<file path="config.mk">
export PLATFORM = sky130hd
export DESIGN_NAME = peripheral_ctrl
export DESIGN_NICKNAME = d
export VERILOG_FILES = /design/src/rtl/peripheral_ctrl.sv
export SDC_FILE = /design/constraint.sdc
export NUM_CORES = 1
export LEC_CHECK = 0
export BUFFER_PORTS_ARGS = -buffer_cell sky130_fd_sc_hd__buf_4
export CORE_ASPECT_RATIO = 1.4
export CORE_MARGIN = 5
export CORE_UTILIZATION = 40
export CTS_CLUSTER_DIAMETER = 200
export DETAILED_ROUTE_END_ITERATION = 8
export HOLD_SLACK_MARGIN = 0.05
export PLACE_DENSITY = 0.59
export SKIP_LAST_GASP = 1
export SYNTH_ARGS = -nofsm -noshare
export SYNTH_HDL_FRONTEND = slang
export SYNTH_SLANG_ARGS = --single-unit
</file>
<file path="constraint.sdc">
create_clock -name clk -period 7.35 [get_ports clk]
set_input_delay 1.1025 -clock clk [delete_from_list [all_inputs] [get_ports clk]]
set_output_delay 1.1025 -clock clk [all_outputs]
set_load 0.05 [all_outputs]
</file>
<file path="src/rtl/peripheral_ctrl.sv">
// Memory-mapped peripheral block: timer, LED/switch/7-seg registers, UART byte queues.
// Latency: register reads are combinational, writes land on the next clk edge; irqout lags by one cycle.
// Backpressure: full TX queue drops writes (tx_ovf); full RX queue drops bytes (rx_ovf); tx_busy stalls TX drain.

// Generic single-clock FIFO with registered pointers and combinational head.
// Latency: a pushed entry is visible at out_dat one cycle after the push edge.
// Backpressure: in_rdy low when full, but a push alongside a pop is still accepted.
module fifo #(
    parameter int W     = 8,
    parameter int DEPTH = 4
) (
    input  logic         clk,
    input  logic         rst,
    input  logic         in_vld,
    input  logic [W-1:0] in_dat,
    output logic         in_rdy,
    output logic         out_vld,
    output logic [W-1:0] out_dat,
    input  logic         out_rdy
);
    localparam int AW = $clog2(DEPTH);

    logic [W-1:0]  mem [DEPTH];
    logic [AW-1:0] wr_ptr;
    logic [AW-1:0] rd_ptr;
    logic [AW:0]   cnt;
    logic          do_push;
    logic          do_pop;

    assign out_vld = (cnt != '0);
    assign in_rdy  = (cnt < (AW+1)'(DEPTH));
    assign do_pop  = out_vld && out_rdy;
    assign do_push = in_vld && (in_rdy || do_pop);
    // An empty queue presents zero so callers need no extra gating.
    assign out_dat = out_vld ? mem[rd_ptr] : '0;

    always_ff @(posedge clk or posedge rst) begin
        if (rst) begin
            wr_ptr <= '0;
            rd_ptr <= '0;
            cnt    <= '0;
        end else begin
            if (do_push) wr_ptr <= wr_ptr + 1'b1;
            if (do_pop)  rd_ptr <= rd_ptr + 1'b1;
            case ({do_push, do_pop})
                2'b10:   cnt <= cnt + 1'b1;
                2'b01:   cnt <= cnt - 1'b1;
                default: cnt <= cnt;
            endcase
        end
    end

    always_ff @(posedge clk) begin
        if (do_push) mem[wr_ptr] <= in_dat;
    end
endmodule

// Peripheral register block on a simple rd/wr strobe bus.
// Latency: rdata combinational; register and queue updates on the next edge; irqout registered.
// Backpressure: none on the bus; UART queues drop on overflow and flag sticky ovf bits.
module peripheral_ctrl #(
    parameter logic [31:0] BASE       = 32'h4000_0000,
    parameter int          LED_W      = 8,
    parameter int          SW_W       = 8,
    parameter int          FIFO_DEPTH = 4
) (
    input  logic             clk,
    input  logic             reset,
    input  logic             rd,
    input  logic             wr,
    input  logic [31:0]      addr,
    input  logic [31:0]      wdata,
    output logic [31:0]      rdata,
    output logic [LED_W-1:0] led,
    input  logic [SW_W-1:0]  switch,
    output logic [11:0]      digi,
    output logic             irqout,
    output logic [7:0]       tx_data,
    output logic             tx_start,
    input  logic             tx_busy,
    input  logic [7:0]       rx_data,
    input  logic             rx_valid
);
    localparam logic [31:0] A_TH   = BASE;
    localparam logic [31:0] A_TL   = BASE + 32'h04;
    localparam logic [31:0] A_TCON = BASE + 32'h08;
    localparam logic [31:0] A_LED  = BASE + 32'h0C;
    localparam logic [31:0] A_SW   = BASE + 32'h10;
    localparam logic [31:0] A_DIGI = BASE + 32'h14;
    localparam logic [31:0] A_TXD  = BASE + 32'h18;
    localparam logic [31:0] A_RXD  = BASE + 32'h1C;
    localparam logic [31:0] A_CON  = BASE + 32'h20;

    logic [31:0] th;
    logic [31:0] tl;
    logic [2:0]  tcon;
    logic        rx_ie;
    logic        tx_ie;
    logic        rx_ovf;
    logic        tx_ovf;
    logic [31:0] led_ext;
    logic [31:0] sw_ext;

    logic        tl_wr;
    logic        tcon_wr;
    logic        con_wr;
    logic        tl_wrap;
    logic        tx_push;
    logic        tx_go;
    logic        tx_drop;
    logic        rx_pop;
    logic        rx_drop;
    logic        tx_in_rdy;
    logic        tx_out_vld;
    logic [7:0]  tx_head;
    logic        rx_in_rdy;
    logic        rx_out_vld;
    logic [7:0]  rx_head;

    assign tl_wr   = wr && (addr == A_TL);
    assign tcon_wr = wr && (addr == A_TCON);
    assign con_wr  = wr && (addr == A_CON);
    assign tl_wrap = tcon[0] && (tl == 32'hFFFF_FFFF);

    assign tx_push = wr && (addr == A_TXD);
    // One idle cycle after every tx_start so the serializer can raise tx_busy.
    assign tx_go   = tx_out_vld && !tx_busy && !tx_start;
    assign tx_drop = tx_push && !tx_in_rdy && !tx_go;
    assign rx_pop  = rd && (addr == A_RXD);
    assign rx_drop = rx_valid && !rx_in_rdy && !rx_pop;

    fifo #(.W(8), .DEPTH(FIFO_DEPTH)) u_tx_fifo (
        .clk     (clk),
        .rst     (reset),
        .in_vld  (tx_push),
        .in_dat  (wdata[7:0]),
        .in_rdy  (tx_in_rdy),
        .out_vld (tx_out_vld),
        .out_dat (tx_head),
        .out_rdy (tx_go)
    );

    fifo #(.W(8), .DEPTH(FIFO_DEPTH)) u_rx_fifo (
        .clk     (clk),
        .rst     (reset),
        .in_vld  (rx_valid),
        .in_dat  (rx_data),
        .in_rdy  (rx_in_rdy),
        .out_vld (rx_out_vld),
        .out_dat (rx_head),
        .out_rdy (rx_pop)
    );

    // A CPU write to TL or TCON overrides the timer tick, including the reload flag.
    always_ff @(posedge clk or posedge reset) begin
        if (reset) begin
            th   <= '0;
            tl   <= '0;
            tcon <= '0;
        end else begin
            if (wr && (addr == A_TH)) th <= wdata;
            if (tl_wr)        tl <= wdata;
            else if (tcon[0]) tl <= tl_wrap ? th : tl + 32'd1;
            if (tcon_wr)
                tcon <= wdata[2:0];
            else if (tl_wrap && !tl_wr && tcon[1])
                tcon[2] <= 1'b1;
        end
    end

    always_ff @(posedge clk or posedge reset) begin
        if (reset) begin
            led      <= '0;
            digi     <= '0;
            rx_ie    <= 1'b0;
            tx_ie    <= 1'b0;
            rx_ovf   <= 1'b0;
            tx_ovf   <= 1'b0;
            tx_data  <= '0;
            tx_start <= 1'b0;
            irqout   <= 1'b0;
        end else begin
            if (wr && (addr == A_LED))  led  <= wdata[LED_W-1:0];
            if (wr && (addr == A_DIGI)) digi <= wdata[11:0];
            if (con_wr) begin
                rx_ie <= wdata[0];
                tx_ie <= wdata[1];
            end
            rx_ovf   <= rx_drop | (rx_ovf & ~(con_wr & wdata[2]));
            tx_ovf   <= tx_drop | (tx_ovf & ~(con_wr & wdata[3]));
            tx_start <= tx_go;
            if (tx_go) tx_data <= tx_head;
            irqout   <= tcon[2] | (rx_ie & rx_out_vld) | (tx_ie & ~tx_out_vld);
        end
    end

    always_comb begin
        led_ext              = '0;
        led_ext[LED_W-1:0]   = led;
        sw_ext               = '0;
        sw_ext[SW_W-1:0]     = switch;
    end

    always_comb begin
        rdata = '0;
        if (rd) begin
            if      (addr == A_TH)   rdata = th;
            else if (addr == A_TL)   rdata = tl;
            else if (addr == A_TCON) rdata = {29'd0, tcon};
            else if (addr == A_LED)  rdata = led_ext;
            else if (addr == A_SW)   rdata = sw_ext;
            else if (addr == A_DIGI) rdata = {20'd0, digi};
            else if (addr == A_RXD)  rdata = {24'd0, rx_head};
            else if (addr == A_CON)
                rdata = {26'd0, ~tx_in_rdy, rx_out_vld, tx_ovf, rx_ovf, tx_ie, rx_ie};
        end
    end
endmodule

</file>
==> results.md, run 1 <==
* Final hold vios at 0
* Final Wtd Congestion at 0.849
* Root Buffer Master: clkbuf_16
* Resize count post-CTS at 0
* Data arrival, critical path at 4090 ps
* DIE AREA at 0.0264 sq mm
* RSZ-0062 raised after global routing: false
* Yosys warns at 0
* Max frequency at 193 MHz
* Max Cap Viol at 0
* Vias per cell at 5.61
* Syn Inst Count at 799
* R2R cell count at 9
* Clock sink total at 179
* Antenna viol nets, final at 0
* Post-synth top area share at 31.0%
* Worst Hold Path Cells at 2
* Worst-path clk slew at 60 ps
* Pin count of the biggest net entering global routing at 64
* Primary FF master, synth: dfrtp_1
* Synth cell count leaders: dfrtp_1 (115), nand2_1 (66), edfxtp_1 (64)
* Critical Path Source Type: input port
* Clk_skew at 10.4 ps
* Syn Nets at 898
* Most frequent cell after synthesis: dfrtp_1
* Asr flop ratio synth at 64.2%
* Final Cycle Share at 70.7%
* Worst hold-check path type: flop to flop
* # fillers at 2,149
* Final WL at 25.8 mm
* Slew headroom at 30.5%
* Congestion Overflow GR at 0
* Hold Buf Count CTS at 0
* Ports at 148
* H-tree levels at 4
* Site Rows at 66
* Post-synthesis sequential area ratio at 51.8%
* Initial antenna violation count at 0
* Largest cells by area after synthesis: dfrtp_1 (31%), edfxtp_1 (21%), mux2_2 (6.3%), mux4_2 (3.9%), nand2_1 (2.7%)
* Drt first pass iters at 5
* Post-DP HPWL at 18.5 mm
* N_diodes at 0
* DIE WIDTH at 139 microns
* Post-CTS Setup Bufs at 0
* Post-synth EDFFs at 64
* Syn avg cell area at 11.6 sq um
* Layout cells sized above 1 at 30.0%
* Layout Nets at 1,027
* Die Height at 190 microns
* Setup violations, final at 0
* Layout Utilization at 48.8%
* Setup tns final at 0 ps
* Worst-Skew Late Latency at 440 ps
* Yosys top cell by area: dfrtp_1
* Total Power at 2.58 mW
* CTS Buf Count at 17
* Critical Path Fanout Max at 18
* Least-Margin Pin Slew at 1040 ps
* Clock Tree Buf Depth at 2
* VDD IR max at 183 uV
* Initial Utilization at 40.2%
* Critical Setup Path Class: input port to output port
* PortBufs at 147
* Initial DRC count at 482
* Critical path capture point type: output port
* Tmin final at 5190 ps
* Global-route wire length before repair at 41.1 mm
* Core ar. at 0.0230 sq mm
* Max-slew violations at 0
* Final non-filler cell total at 1,247
* Overall routing resource usage at 19.9%
* Residual DRC at 0
* WL/cell at 20.7 microns
* PwrDens at 230 mW/mm^2
* Synth Register Bits at 179
* Cell Area, Synth at 0.00927 sq mm
* Pleak at 4.72 nW
* Vias post-DR at 6,999
* Status: complete, no violations
* Netlist cell types at 71
* CTS tree: yes
* Worst EP required at 6250 ps
* Vias in the first global route at 7,304
* Area Growth Syn to Fin at 21.4%
* # placed instances at 1,215
## worst paths after layout
check / start / slack [ps] / to
max: addr[10] / 2160 / rdata[7]
min: tx_data[1] / 480 / tx_data[1]
max reg2reg: u_tx_fifo.cnt[0] / 4280 / u_tx_fifo.cnt[2]
min reg2reg: tx_data[1] / 480 / tx_data[1]
max in group asynchronous: reset / 5260 / tl[17]
min in group asynchronous: reset / 780 / th[26]
## power by group
part | switching [mW] | total (mW) | internal (mW)
clock network | 0.407 | 0.983 | 0.575
logic | 0.245 | 0.416 | 0.171
registers | 0.0703 | 1.18 | 1.11
total | 0.722 | 2.58 | 1.86
## state kept, by name, summed over array words and instances, names as in the netlist, 2 cells and up
signal,flops
th,32
tl,32
u_rx_fifo.mem,32
u_tx_fifo.mem,32
digi,12
led,8
tx_data,8
tcon,3
u_rx_fifo.cnt,3
u_tx_fifo.cnt,3
u_rx_fifo.rd_ptr,2
u_rx_fifo.wr_ptr,2
u_tx_fifo.rd_ptr,2
u_tx_fifo.wr_ptr,2
## cells by family (layout without fill, tap and decap cells)
kind of cell | Yosys count | count (layout) | synth area share [%]
adders and majority gates | 13 | 13 | 1.92
buffers and inverters | 71 | 213 | 3.31
muxes | 76 | 76 | 11.1
xor gates and xnor gates | 20 | 20 | 1.89
DFF | 179 | 179 | 51.8
and+or+nand+nor | 281 | 281 | 18.0
AOI/OAI and AO/OA | 159 | 159 | 12.1
## per-stage QoR
| stage | setup WS [ps] | instance area [sq um] | hold slack [ps] |
|---|---|---|---|
| 2_1_floorplan | 2750 | 9270 | 456 |
| 3_3_place_gp | 2220 | 10600 | 461 |
| 3_5_place_dp | 2180 | 10600 | 464 |
| 4_1_cts | 2150 | 11300 | 480 |
| 5_1_grt | 1970 | 11300 | 515 |
| 6_report | 2160 | 11300 | 477 |
## cell usage in the layout, fill, tap and decap left out, types with 6 or more instances in the layout
master,instances
a21o_1,15
a21oi_1,25
a222oi_1,8
a22oi_1,31
a31oi_1,13
and2_1,7
and3_1,12
and4_1,7
buf_4,155
clkbuf_16,17
dfrtp_1,115
edfxtp_1,64
ha_1,11
inv_1,24
mux2_2,52
mux2i_1,7
mux4_2,16
nand2_1,66
nand2b_1,6
nand3_1,16
nand4_1,12
nor2_1,41
nor2b_1,26
nor3_1,27
nor4_1,13
o21ai_0,26
or3_1,7
xnor2_1,11
xor2_1,9
## layout make-up
| cell class | instances | area, sq um | share of cell area, % |
|---|---|---|---|
| clock buffers | 18 | 429 | 3.81 |
| clock inverters | 14 | 201 | 1.79 |
| inverters | 26 | 100 | 0.889 |
| multi-input cells | 549 | 4180 | 37.1 |
| flip-flops and latches | 179 | 4800 | 42.6 |
| well taps | 306 | 383 | 3.40 |
| repair buffers | 155 | 1160 | 10.3 |
## worst max-delay path: stages
cell      delay [ps]
buf_4            110
nor4_1           350
nand4_2          610
or3_1            780
o21a_1           270
a221o_1          370
a21boi_1         240
buf_4            250
## layer usage
metal	track usage, %	share of wire (%)	wire length [microns]	vias to the layer above
li1	-	-	-	3278
met1	24.0	41	10500	3478
met4	7.23	2.7	686	0
met2	35.0	52	13300	206
met3	4.50	5.1	1310	37
met5	0	0	0	-
(Power assumes the default switching activity.)
==> run 2: changes to the inputs <==
Clock period 7.35 ns to 5.45 ns, I/O delays scaled along.
==> run 2 against run 1 <==
Clock skew about the same. Die area unchanged. Sequential power grew 36%. Critical path type unchanged. Critical path depth is the same. Total power up 31%.
==> results.md, run 2 (synthesis gave the netlist of run 1 again) <==
* Setup tns final at 0 ps (unchanged)
* Data arrival, critical path at 3780 ps (was 4090 ps)
* Overall routing resource usage at 19.6% (was 19.9%)
* Critical path capture point type: output port (unchanged)
* Most frequent cells in the layout: buf_4 (158), dfrtp_1 (115), nand2_1 (66) (was buf_4 (155), dfrtp_1 (115), nand2_1 (66))
* Critical Setup Path Class: input port to output port (unchanged)
* WHS at 361 ps (was 477 ps)
* Least-Margin Pin Slew at 840 ps (was 1040 ps)
* Global Route met2 Usage at 34.8% (was 35.0%)
* Worst EP required at 4630 ps (was 6250 ps)
* RSZ-0062 raised after global routing: false (unchanged)
* Crit-path leading delay family: simple AND/OR/NAND/NOR gates (unchanged)
* Vias per cell at 5.64 (was 5.61)
* Core ar. at 0.0230 sq mm (unchanged)
* Resize count post-CTS at 0 (unchanged)
* DIE WIDTH at 139 microns (unchanged)
* Pin count of the biggest net entering global routing at 51 (was 64)
* H-tree levels at 4 (unchanged)
* Clock Tree Buf Depth at 2 (unchanged)
* Worst-path clk slew at 80 ps (was 60 ps)
* Vias in the first global route at 7,168 (was 7,304)
* Residual DRC at 0 (unchanged)
* Site Rows at 66 (unchanged)
* DIE AREA at 0.0264 sq mm (unchanged)
* Vias post-DR at 7,044 (was 6,999)
* Pleak at 4.72 nW (about the same)
* Design Area, Final at 0.0112 sq mm (was 0.0113 sq mm)
* Final hold vios at 0 (unchanged)
* Clock sink total at 179 (unchanged)
* GRT met1 Usage at 23.9% (was 24.0%)
* Busiest metal layer after global routing: met2 (unchanged)
* Hold Buf Count CTS at 0 (unchanged)
* Worst R2R Start: u_tx_fifo.cnt[0] (unchanged)
* Worst setup path startpoint: addr[17] (was addr[10])
* Antenna viol nets, final at 0 (unchanged)
* Clk_skew at 10.7 ps (was 10.4 ps)
* Max incr delay on CP at 940 ps (was 780 ps)
* CTS Buf Count at 17 (unchanged)
* # placed instances at 1,218 (was 1,215)
* Root Buffer Master: clkbuf_16 (unchanged)
* Worst hold-check path type: input port to asynchronous set/reset pin (was flop to flop)
* Crit path max-delay cell type: nor4_2 (was or3_1)
* Crit path depth at 8 (unchanged)
* Worst-Skew Late Latency at 440 ps (about the same)
* Layout cells sized above 1 at 30.5% (was 30.0%)
* Commonest non-fill, non-tap cell in the layout: buf_4 (unchanged)
* Tmin final at 4590 ps
* N_diodes at 0 (unchanged)
* Post-CTS Setup Bufs at 0 (unchanged)
* Initial Utilization at 40.2% (unchanged)
* PwrDens at 302 mW/mm^2 (was 230 mW/mm^2)
* R2R cell count at 9 (unchanged)
* Global-route wire length before repair at 40.7 mm (was 41.1 mm)
* Max-slew violations at 0 (unchanged)
* Post-DP HPWL at 18.9 mm (was 18.5 mm)
* Critical path buffers and inverters at 2 (unchanged)
* Status: complete, no violations (unchanged)
* Max Cap Viol at 0 (unchanged)
* Final Cycle Share at 84.3%
* CP dominant cell by count: buf_4 (unchanged)
* Critical Path Source Type: input port (unchanged)
* CTS tree: yes (unchanged)
* Setup violations, final at 0 (unchanged)
* Die Height at 190 microns (unchanged)
* Layout Utilization at 48.8% (about the same)
* Max frequency at 218 MHz
* Critical Path Fanout Max at 18 (unchanged)
* Placed Area at 0.0106 sq mm (about the same)
* Ports at 148 (unchanged)
* Final non-filler cell total at 1,250 (was 1,247)
* GR Util met3 at 4.35% (was 4.50%)
* Crit-path cells: buf_4 -> nor4_1 -> nand4_2 -> nor4_2 -> a221oi_1 -> a211oi_1 -> o221a_1 -> buf_4 (was buf_4 -> nor4_1 -> nand4_2 -> or3_1 -> o21a_1 -> a221o_1 -> a21boi_1 -> buf_4)
* Layout Nets at 1,030 (was 1,027)
* Final Wtd Congestion at 0.836 (was 0.849)
* Congestion Overflow GR at 0 (unchanged)
* PortBufs at 147 (unchanged)
* Initial antenna violation count at 0 (unchanged)
* VDD IR max at 231 uV (was 183 uV)
* Slew headroom at 43.5% (was 30.5%)
* Initial DRC count at 526 (was 482)
* Final WL at 25.8 mm (about the same)
* Drt first pass iters at 5 (unchanged)
* WL/cell at 20.6 microns (was 20.7 microns)
* Area Growth Syn to Fin at 21.2% (was 21.4%)
run 2: changes by cell type in the layout (fill, tap and decap cells not counted), moves of 2 or more:
| cell | previous run | this run |
|---|---|---|
| clkinv_2 | 0 | 3 |
| buf_4 | 155 | 158 |
| clkinv_1 | 3 | 1 |
| bufinv_16 | 4 | 2 |
run 2: where the power goes:
part           internal, mW  total, mW  switching, mW  leakage [nW]
Clock                 0.693       1.24          0.546         0.289
Sequential             1.50       1.60         0.0949          2.00
Combinational         0.231      0.559          0.328          2.43
Total                  2.43       3.40          0.969          4.72
run 2: layout make-up:
cell class                      count  area [sq um]
Fill cell                        2144         11800
Sequential cell                   179          4800
Multi-Input combinational cell    549          4180
Inverter                           26           100
Clock inverter                     14           154
Tap cell                          306           383
Timing Repair Buffer              158          1190
Clock buffer                       18           439
run 2: stage by stage:
step	worst slack (ps)	total power [mW]
3_5_place_dp	823	2.20
6_report	856	3.40
4_1_cts	813	3.44
3_3_place_gp	891	2.19
2_1_floorplan	1420	1.98
5_1_grt	666	3.55
run 2: final timing paths:
path	to	slack (ps)
worst max-delay path	rdata[2]	860
worst min-delay path	u_tx_fifo.rd_ptr[1]	360
worst max register to register	u_tx_fifo.cnt[2]	2460
worst min register to register	tx_data[3]	480
max in group asynchronous	irqout	4080
min in group clk	tx_data[3]	480
run 2: layer usage:
layer | up-vias | share of wire, %
met5 | - | 0
met4 | 0 | 2.0
met3 | 30 | 5.9
met2 | 234 | 52
met1 | 3505 | 40
li1 | 3275 | -
